File: src/rtl/uart_pkg.sv
// Shared types for the uart packet framing path.
// Pulled in by uart_pkt_ctrl and uart_pkt_timeout.
package uart_pkg;

  typedef enum logic [2:0] {
    HUNT    = 3'd0,
    CMD     = 3'd1,
    LEN     = 3'd2,
    PAYLOAD = 3'd3,
    CHK     = 3'd4
  } pkt_state_t;

  typedef enum logic [1:0] {
    ERR_OK      = 2'd0,
    ERR_CHK     = 2'd1,
    ERR_LEN     = 2'd2,
    ERR_TIMEOUT = 2'd3
  } pkt_err_t;

  localparam logic [7:0] SYNC_BYTE_DEF = 8'hA5;

endpackage

File: src/rtl/uart_pkt_timeout.sv
// Inter-byte watchdog: counts idle cycles, saturates at LIMIT-1.
// hit fires on an idle cycle that finds the count at the limit.
module uart_pkt_timeout #(
  parameter int LIMIT = 100_000
) (
  input  logic clk_in,
  input  logic rst_in,
  input  logic clr,
  output logic hit
);

  localparam int W = $clog2(LIMIT);
  localparam logic [W-1:0] TOP = W'(LIMIT - 1);

  logic [W-1:0] cnt;

  always_ff @(posedge clk_in or posedge rst_in) begin
    if (rst_in) begin
      cnt <= '0;
    end else if (clr) begin
      cnt <= '0;
    end else if (cnt != TOP) begin
      cnt <= cnt + W'(1);
    end
  end

  // an accept on the limit cycle clears instead of flagging
  assign hit = !clr && (cnt == TOP);

endmodule

File: src/rtl/uart_pkt_ctrl.sv
// Sync-hunting packet framer downstream of uart_rx.
// Define UART_PKT_STATS_EN to add good/bad frame counters.
module uart_pkt_ctrl
  import uart_pkg::*;
#(
  parameter logic [7:0] SYNC_BYTE      = SYNC_BYTE_DEF,
  parameter int         MAX_LEN        = 64,
  parameter int         TIMEOUT_CYCLES = 100_000
) (
  input  logic       clk_in,
  input  logic       rst_in,
  input  logic [7:0] byte_in,
  input  logic       valid_in,
  output logic       ready_out,
  output logic [7:0] pay_data_out,
  output logic       pay_valid_out,
  input  logic       pay_ready_in,
  output logic [7:0] cmd_out,
  output logic [7:0] len_out,
  output logic       done_out,
  output logic [1:0] err_out
`ifdef UART_PKT_STATS_EN
  ,
  output logic [15:0] good_cnt_out,
  output logic [15:0] bad_cnt_out
`endif
);

  localparam logic [7:0] MAX_B = 8'(MAX_LEN);

  pkt_state_t state;
  logic [7:0] cnt;
  logic [7:0] acc;
  logic [7:0] sum;
  logic       accept;
  logic       to_clr;
  logic       to_hit;

  assign ready_out     = (state == PAYLOAD) ? pay_ready_in : 1'b1;
  assign accept        = valid_in && ready_out;
  assign pay_data_out  = byte_in;
  assign pay_valid_out = valid_in && (state == PAYLOAD);
  assign sum           = acc + byte_in;
  assign to_clr        = (state == HUNT) || accept;

  uart_pkt_timeout #(
    .LIMIT (TIMEOUT_CYCLES)
  ) u_timeout (
    .clk_in (clk_in),
    .rst_in (rst_in),
    .clr    (to_clr),
    .hit    (to_hit)
  );

  always_ff @(posedge clk_in or posedge rst_in) begin
    if (rst_in) begin
      state    <= HUNT;
      cmd_out  <= '0;
      len_out  <= '0;
      err_out  <= ERR_OK;
      done_out <= 1'b0;
      cnt      <= '0;
      acc      <= '0;
    end else begin
      done_out <= 1'b0;
      if (to_hit) begin
        state    <= HUNT;
        done_out <= 1'b1;
        err_out  <= ERR_TIMEOUT;
        cnt      <= '0;
      end else if (accept) begin
        unique case (state)
          HUNT: begin
            if (byte_in == SYNC_BYTE) begin
              state <= CMD;
              acc   <= '0;
            end
          end
          CMD: begin
            cmd_out <= byte_in;
            acc     <= byte_in;
            state   <= LEN;
          end
          LEN: begin
            len_out <= byte_in;
            acc     <= sum;
            cnt     <= '0;
            if (byte_in > MAX_B) begin
              done_out <= 1'b1;
              err_out  <= ERR_LEN;
              state    <= HUNT;
            end else if (byte_in == 8'd0) begin
              state <= CHK;
            end else begin
              state <= PAYLOAD;
            end
          end
          PAYLOAD: begin
            acc <= sum;
            if (cnt + 8'd1 == len_out) begin
              cnt   <= '0;
              state <= CHK;
            end else begin
              cnt <= cnt + 8'd1;
            end
          end
          CHK: begin
            done_out <= 1'b1;
            err_out  <= (sum == 8'd0) ? ERR_OK : ERR_CHK;
            state    <= HUNT;
          end
          default: state <= HUNT;
        endcase
      end
    end
  end

`ifdef UART_PKT_STATS_EN
  always_ff @(posedge clk_in or posedge rst_in) begin
    if (rst_in) begin
      good_cnt_out <= '0;
      bad_cnt_out  <= '0;
    end else if (done_out) begin
      if (err_out == ERR_OK) begin
        if (good_cnt_out != 16'hFFFF)
          good_cnt_out <= good_cnt_out + 16'd1;
      end else begin
        if (bad_cnt_out != 16'hFFFF)
          bad_cnt_out <= bad_cnt_out + 16'd1;
      end
    end
  end
`endif

endmodule
File: config.mk
export PLATFORM = sky130hd
export DESIGN_NAME = uart_pkt_ctrl
export DESIGN_NICKNAME = d
export VERILOG_FILES = /design/src/rtl/uart_pkg.sv /design/src/rtl/uart_pkt_timeout.sv /design/src/rtl/uart_pkt_ctrl.sv
export SDC_FILE = /design/constraint.sdc
export NUM_CORES = 1
export LEC_CHECK = 0
export CAP_MARGIN = 20
export CELL_PAD_IN_SITES_DETAIL_PLACEMENT = 0
export CELL_PAD_IN_SITES_GLOBAL_PLACEMENT = 2
export CORE_MARGIN = 8
export CORE_UTILIZATION = 35
export CTS_CLUSTER_DIAMETER = 200
export DETAILED_ROUTE_END_ITERATION = 6
export PLACE_DENSITY = 0.76
export SYNTH_ARGS = -nofsm -noshare
export SYNTH_HDL_FRONTEND = slang
export SYNTH_SLANG_ARGS = --single-unit
File: constraint.sdc
create_clock -name clk_in -period 2.95 [get_ports clk_in]
set_clock_uncertainty 0.15 [all_clocks]
set_input_delay 0.59 -clock clk_in [delete_from_list [all_inputs] [get_ports clk_in]]
set_output_delay 0.59 -clock clk_in [all_outputs]
set_load 0.1 [all_outputs]
# [After elaboration in Yosys (flattened, before gate mapping)]
# Cells that the tools add are included.
[op_classes] n_addsub=3 n_eq_ne=12 n_lt_le_gt_ge=1 bitwise=1 mul=0 n_mux=25 n_shift=0 n_div=0 n_reduce_logical=20
[op_table] cell="17-bit 2-to-1 mux" n=2
[op_table] cell="8-bit 2-to-1 mux" n=4
[op_table] cell="8-bit case mux with 3 select lines" n=1
[op_table] cell="3-bit 2-to-1 mux" n=6
[op_table] cell="17-bit by 1-bit adder with 17-bit output, second input constant" n=1
[op_table] cell="17-bit equality test, second input constant" n=1
[op_table] cell="17-bit inequality test, second input constant" n=1
[op_table] cell="8-bit zero test" n=2
[op_table] cell="8-bit case mux with 2 select lines" n=1
[op_table] cell="3-bit case mux with 4 select lines" n=1
[op_table] cell="3-bit AND reduction" n=4
[op_table] cell="3-bit nonzero test" n=3
[op_table] cell="8-bit by 1-bit adder with 8-bit output, second input constant" n=1
[op_table] cell="8-bit adder" n=1
[op_table] cell="8-bit equality test" n=1
[op_table] cell="8-bit equality test, second input constant" n=1
[op_table] cell="8-bit by 7-bit > comparator with 1-bit output, second input constant" n=1
[op_table] cell="3-bit by 2-bit equality test with 1-bit output, second input constant" n=2
[op_table] cell="2-bit 2-to-1 mux" n=3
[op_table] cell="3-bit by 2-bit inequality test with 1-bit output, second input constant" n=2
[op_table] cell="1-bit 2-to-1 mux" n=5
[op_table] cell="2-bit case mux with 2 select lines" n=1
[op_table] cell="4-bit AND reduction" n=1
[op_table] cell="2-bit nonzero test" n=2
[op_table] cell="other kinds (12)" n=14
[totals] wordCells=70 ramBits=0 register_bits=55 latchBits=0 mem_bits_ro=0 n_memories=0

# [Logic depth before layout (Yosys ltp)]
[logic_depth] ltp_word=8 mapped_depth=9 depth_no_buf=9

# [Hierarchy]
# A second synthesis with hierarchy kept.
[hier_totals] cells_unflattened=365 area_unflattened_um2=3459.6
[modules_own_cells] mod="uart_pkt_ctrl" n_inst=1 seq_area_each_um2=950.9 area_per_inst_um2=2496.1 cells_per_inst=266
[modules_own_cells] mod="uart_pkt_timeout" n_inst=1 seq_area_each_um2=425.4 area_per_inst_um2=963.4 cells_per_inst=99

# [Worst setup path before layout]
# OpenSTA, ideal clock, no wires.
[synth_timing] path_type="input-to-reg" from="input pay_ready_in" to="register cnt[5]" arrival_ps=3070 required_time_ps=2713 setup_slack_ps=-357 setup_ps=87 stages=8 n_path_buf=2 path_cell_list="nand4bb_1 -> o211a_1 -> buf_2 -> or2_1 -> buf_6 -> a211oi_2 -> xnor2_1 -> a211oi_2"
[synth_via] elab_chain_cells=7 elab_cells_between_ends=9 classes_between="mux: 2; reduce/logical: 7"
[synth_lines] element="start: declaration" line="uart_pkt_ctrl.sv:17" rtl="input logic pay_ready_in,"
[synth_lines] element="1-bit 2-to-1 mux *" line="uart_pkt_ctrl.sv:39" rtl="assign ready_out = (state == PAYLOAD) ? pay_ready_in : 1'b1;"
[synth_lines] element="1-bit logical AND *" line="uart_pkt_ctrl.sv:40" rtl="assign accept = valid_in && ready_out;"
[synth_lines] element="1-bit logical OR" line="uart_pkt_ctrl.sv:44" rtl="assign to_clr = (state == HUNT) || accept;"
[synth_lines] element="1-bit zero test" line="uart_pkt_timeout.sv:28" rtl="assign hit = !clr && (cnt == TOP);"
[synth_lines] element="1-bit logical AND" line="uart_pkt_timeout.sv:28"
[synth_lines] element="3-bit nonzero test (no source line) or 2-bit nonzero test (tied branches)"
[synth_lines] element="2-bit AND reduction (no source line)"
[synth_lines] element="end signal: assignment" line="uart_pkt_ctrl.sv:104" rtl="cnt <= cnt + 8'd1;"
[synth_lines] element="end: declaration" line="uart_pkt_ctrl.sv:32" rtl="logic [7:0] cnt;"
# Every way passes the cells marked *; elsewhere a longest branch is shown, timed or not.
# A chain may end at the register's enable or synchronous reset.

# [Worst setup path after layout]
[layout_timing] from="input byte_in[0]" to="register err_out[0]"
[layout_via] elab_chain_cells=6 elab_cells_between_ends=9 classes_between="add/sub: 1; order compare: 1; eq/ne: 1; mux: 4; reduce/logical: 2"
[layout_lines] element="start: declaration" line="uart_pkt_ctrl.sv:12" rtl="input logic [7:0] byte_in,"
[layout_lines] element="8-bit adder" line="uart_pkt_ctrl.sv:43" rtl="assign sum = acc + byte_in;"
[layout_lines] element="8-bit zero test" line="uart_pkt_ctrl.sv:109" rtl="err_out <= (sum == 8'd0) ? ERR_OK : ERR_CHK;"
[layout_lines] element="1-bit 2-to-1 mux" line="uart_pkt_ctrl.sv:109"
[layout_lines] element="2-bit case mux with 2 select lines" line="uart_pkt_ctrl.sv:72" rtl="unique case (state)"
[layout_lines] element="2-bit 2-to-1 mux" line="uart_pkt_ctrl.sv:71" rtl="end else if (accept) begin"
[layout_lines] element="2-bit 2-to-1 mux" line="uart_pkt_ctrl.sv:66" rtl="if (to_hit) begin"
[layout_lines] element="end signal: assignment" line="uart_pkt_ctrl.sv:109"
[layout_lines] element="end: declaration" line="uart_pkt_ctrl.sv:21" rtl="output logic [1:0] err_out"
# Several ways; a longest one is shown, not always the timed one. The select of a mux whose other input is x is not followed.

==> load_flow_metrics.sql <==
INSERT INTO impl_metrics (metric_group, metric, value, unit) VALUES
('detailed_routing', 'wl', '8830', 'um'),
('cts', 'cts_tree', 'built', ''),
('timing', 'setup_repair_after_global_routing_missed_its_margin', 'false', ''),
('detailed_routing', 'detailedRoute.firstPassIterationCount', '4', ''),
('power', 'power_frac_clock', '10.4', '%'),
('timing', 'final_period_minus_worst_setup_slack', '2700', 'ps'),
('floorplan', 'core_area', '0.00928', 'mm2'),
('job', 'timing.max_cap.violations', '0', ''),
('global_routing', 'gr-total-overflow', '0', ''),
('worst_hold_path', 'min_path_type', 'flop to flop', ''),
('power', 'design_power_total', '4510', 'uW'),
('yosys', 'yosys_warnings', '0', ''),
('yosys', 'synthArstFlopShare', '100', '%'),
('finish', 'drive_gt1_share', '25.2', '%'),
('setup_path', 'worstPathMaxFanout', '2', ''),
('timing', 'slew-limit-headroom', '60.0', '%'),
('outcome', 'outcome', 'finished, final reports clean', ''),
('cts', 'ctsResizeCount', '0', ''),
('power', 'power.ir.vdd_worst', '0.000804', 'V'),
('power', 'switching_share', '53.7', '%'),
('worst_hold_path', 'hp-start', 'acc[2]$_DFFE_PP0P_', ''),
('floorplan', 'core.rowCount', '35', ''),
('global_routing', 'grt_start_max_net_pins', '56', ''),
('yosys', 'synth.avg_cell_area', '9.82', 'um2'),
('setup_path', 'cp.arrival', '2790', 'ps'),
('finish', 'layout.cells.non_filler', '526', ''),
('global_routing', 'global_route.usage.total', '14.2', '%'),
('setup_path', 'timing_worst_setup_path_type', 'input port to flop', ''),
('yosys', 'synth.area.top_cells', 'dfrtp_1 41%, mux2_2 5.0%, xor2_1 5.0%, nor2_1 3.5%, xnor2_1 3.4%', ''),
('power', 'seq_power_share', '27.9', '%'),
('detailed_routing', 'drt_drc_violations_left', '0', ''),
('timing', 'timing_max_transition_violations_final', '0', ''),
('setup_path', 'cp_data_required_time', '3040', 'ps'),
('finish', 'area_growth_from_synthesis_to_final_layout', '24.5', '%'),
('yosys', 'ys_seq_elements', '55', ''),
('setup_path', 'critical_path_cell_by_cell', 'clkdlybuf4s50_1 > ha_1 > inv_1 > fa_1 > nor2b_1 > o31a_1 > o21ai_0 > nor3b_1 > or2_2 > a41oi_1', ''),
('timing', 'setup-violations-final', '0', ''),
('finish', 'n_antenna_cell', '0', ''),
('power', 'p_int', '2090', 'uW'),
('setup_path', 'timing.critical_path.to_type', 'flop', ''),
('floorplan', 'starting_density_of_the_core', '36.2', '%'),
('detailed_routing', 'drtIter0Drc', '154', ''),
('yosys', 'synth_ff_type', 'dfrtp_1', ''),
('yosys', 'seq_area_frac_synth', '41.0', '%'),
('detailed_routing', 'vias', '2699', ''),
('detailed_routing', 'ant_nets', '0', ''),
('finish', 'fillers', '944', ''),
('yosys', 'count_of_flip_flops_with_a_built_in_enable_after_synthesis', '0', ''),
('setup_path', 'worst_path_largest_cell_delay', '500', 'ps'),
('setup_path', 'reg2reg_to', 'cnt[2]$_DFFE_PP0P_', ''),
('placement', 'placed_cells_incl_taps', '518', ''),
('setup_path', 'setup.reg_to_reg.worst_slack', '430', 'ps'),
('cts', 'number_of_setup_buffers_added_after_cts', '0', ''),
('timing', 'fmax', '370', 'MHz'),
('setup_path', 'timing.critical_path.depth', '10', ''),
('setup_path', 'worst-path-buf-inv', '2', ''),
('power', 'pwr-share-comb', '61.7', '%'),
('cts', 'cts.sink_count', '55', ''),
('floorplan', 'die-area', '0.0130', 'mm2'),
('global_routing', 'initial_antenna_violation_count', '0', ''),
('yosys', 'synth_area_leader_cell', 'dfrtp_1', ''),
('cts', 'path_clk_slew', '110', 'ps'),
('cts', 'clock_insertion_delay_worst_skew', '320', 'ps'),
('floorplan', 'die_width', '114', 'um'),
('worst_hold_path', 'whs_path_depth', '2', ''),
('finish', 'final_core_occ', '45.0', '%'),
('yosys', 'postSynthCellCount', '342', ''),
('timing', 'holdWs', '363', 'ps'),
('floorplan', 'floorplan.die.height', '114', 'um'),
('yosys', 'synth_top_area_share', '41.0', '%'),
('placement', 'hpwlAfterDp', '6580', 'um');
## metal layers
layer | global-route usage, % | up-vias | share of wire [%]
met5 | 0 | - | 0
met4 | 3.02 | 0 | 0.76
met3 | 3.54 | 4 | 5.1
met2 | 22.0 | 52 | 45
met1 | 19.5 | 1315 | 49
li1 | - | 1328 | -
## flip-flops by register name, indices dropped and copies added, names as in the netlist
name / count
done_out: 1
cnt: 8
len_out: 8
state: 3
u_timeout.cnt: 17
cmd_out: 8
err_out: 2
acc: 8
## cell type report
class,instances,area [um2],share of cell area (%)
Clock inverter,1,8.76,0.210
Inverter,9,33.8,0.809
Tap cell,129,161,3.86
Multi-Input combinational cell,254,1810,43.4
Sequential cell,55,1380,32.9
Clock buffer,7,86.3,2.07
Timing Repair Buffer,71,698,16.7
## worst register-to-register path, delay by kind of cell (launching register included)
| family | cells | cell delay, ps |
|---|---|---|
| flip-flops | 1 | 460 |
| adder cells (fa/ha/maj) | 1 | 260 |
| AO/OA/AOI/OAI | 4 | 1010 |
| AND/OR/NAND/NOR | 2 | 510 |
## worst max-delay path by stage
stage	from	end
2_1_floorplan	pay_ready_in	cnt[5]$_DFFE_PP0P_
3_3_place_gp	byte_in[0]	err_out[0]$_DFFE_PP0P_
3_5_place_dp	byte_in[0]	err_out[0]$_DFFE_PP0P_
4_1_cts	byte_in[0]	err_out[0]$_DFFE_PP0P_
5_1_grt	byte_in[0]	err_out[0]$_DFFE_PP0P_
6_report	byte_in[0]	err_out[0]$_DFFE_PP0P_
## per-stage QoR
step,TNS (ps),cell area [um2],worst slack (ps)
6_report,0,4180,251
5_1_grt,0,4180,82.7
4_1_cts,0,4180,256
3_5_place_dp,-59.6,4080,-59.6
3_3_place_gp,-5.56,4080,-5.56
2_1_floorplan,0,3360,35.3
## logic make-up after synthesis
kind of cell	synth area share (%)
AO/OA/AOI/OAI	16.0
XOR/XNOR	8.35
adder cells (fa/ha/maj)	3.95
buffers and inverters	5.14
flip-flops	41.0
multiplexers	5.93
AND/OR/NAND/NOR	19.6
## synth_stat cells (2+ instances only)
cell type  instances
dfrtp_1           55
nor2_1            31
nand2_1           23
o21ai_0           20
xor2_1            19
mux2_2            15
a21oi_1           14
xnor2_1           13
nand3_1           12
a211oi_1           9
ha_1               9
buf_2              8
buf_4              8
inv_1              8
and3_1             6
nor2b_1            6
nand4_1            5
nor3_1             5
a211oi_2           4
clkbuf_1           4
a22oi_1            3
mux2i_1            3
nand2b_1           3
o21a_1             3
o31a_1             3
a21o_1             2
a31oi_1            2
and2_1             2
and4_1             2
buf_1              2
nor3b_1            2
nor4_1             2
nor4b_1            2
o21bai_1           2
o31ai_1            2
or3_1              2
or4_1              2
## power groups by stage
stage                     registers (uW)  clock network [uW]  logic (uW)
after floorplan                     2100                   0        1230
after global placement              1260                   0        2790
after detailed placement            1270                   0        2800
after CTS                           1260                 481        2800
after global routing                1300                 501        2970
final                               1260                 467        2780
## cells in the final DEF, fill, tap and decap left out, drive strengths merged, types with 2 or more instances in the layout
cell type and n:
buf 60, dfrtp 55, nor2 31, nand2 23
o21ai 20, xor2 19, mux2 15, a21oi 14
xnor2 13, a211oi 13, nand3 12, clkdlybuf4s50 11
ha 9, inv 9, and3 7, clkbuf 7
nor2b 6, nand4 6, nor3 5, nor4b 4
mux2i 3, o21a 3, o31a 3, nand2b 3
a22oi 3, and2 3, and4 3, nor4 3
a21o 2, nor3b 2, or4 2, o21bai 2
o31ai 2, a31oi 2, or3 2, o211ai 2
or2 2, o41ai 2
(Power assumes the default switching activity.)
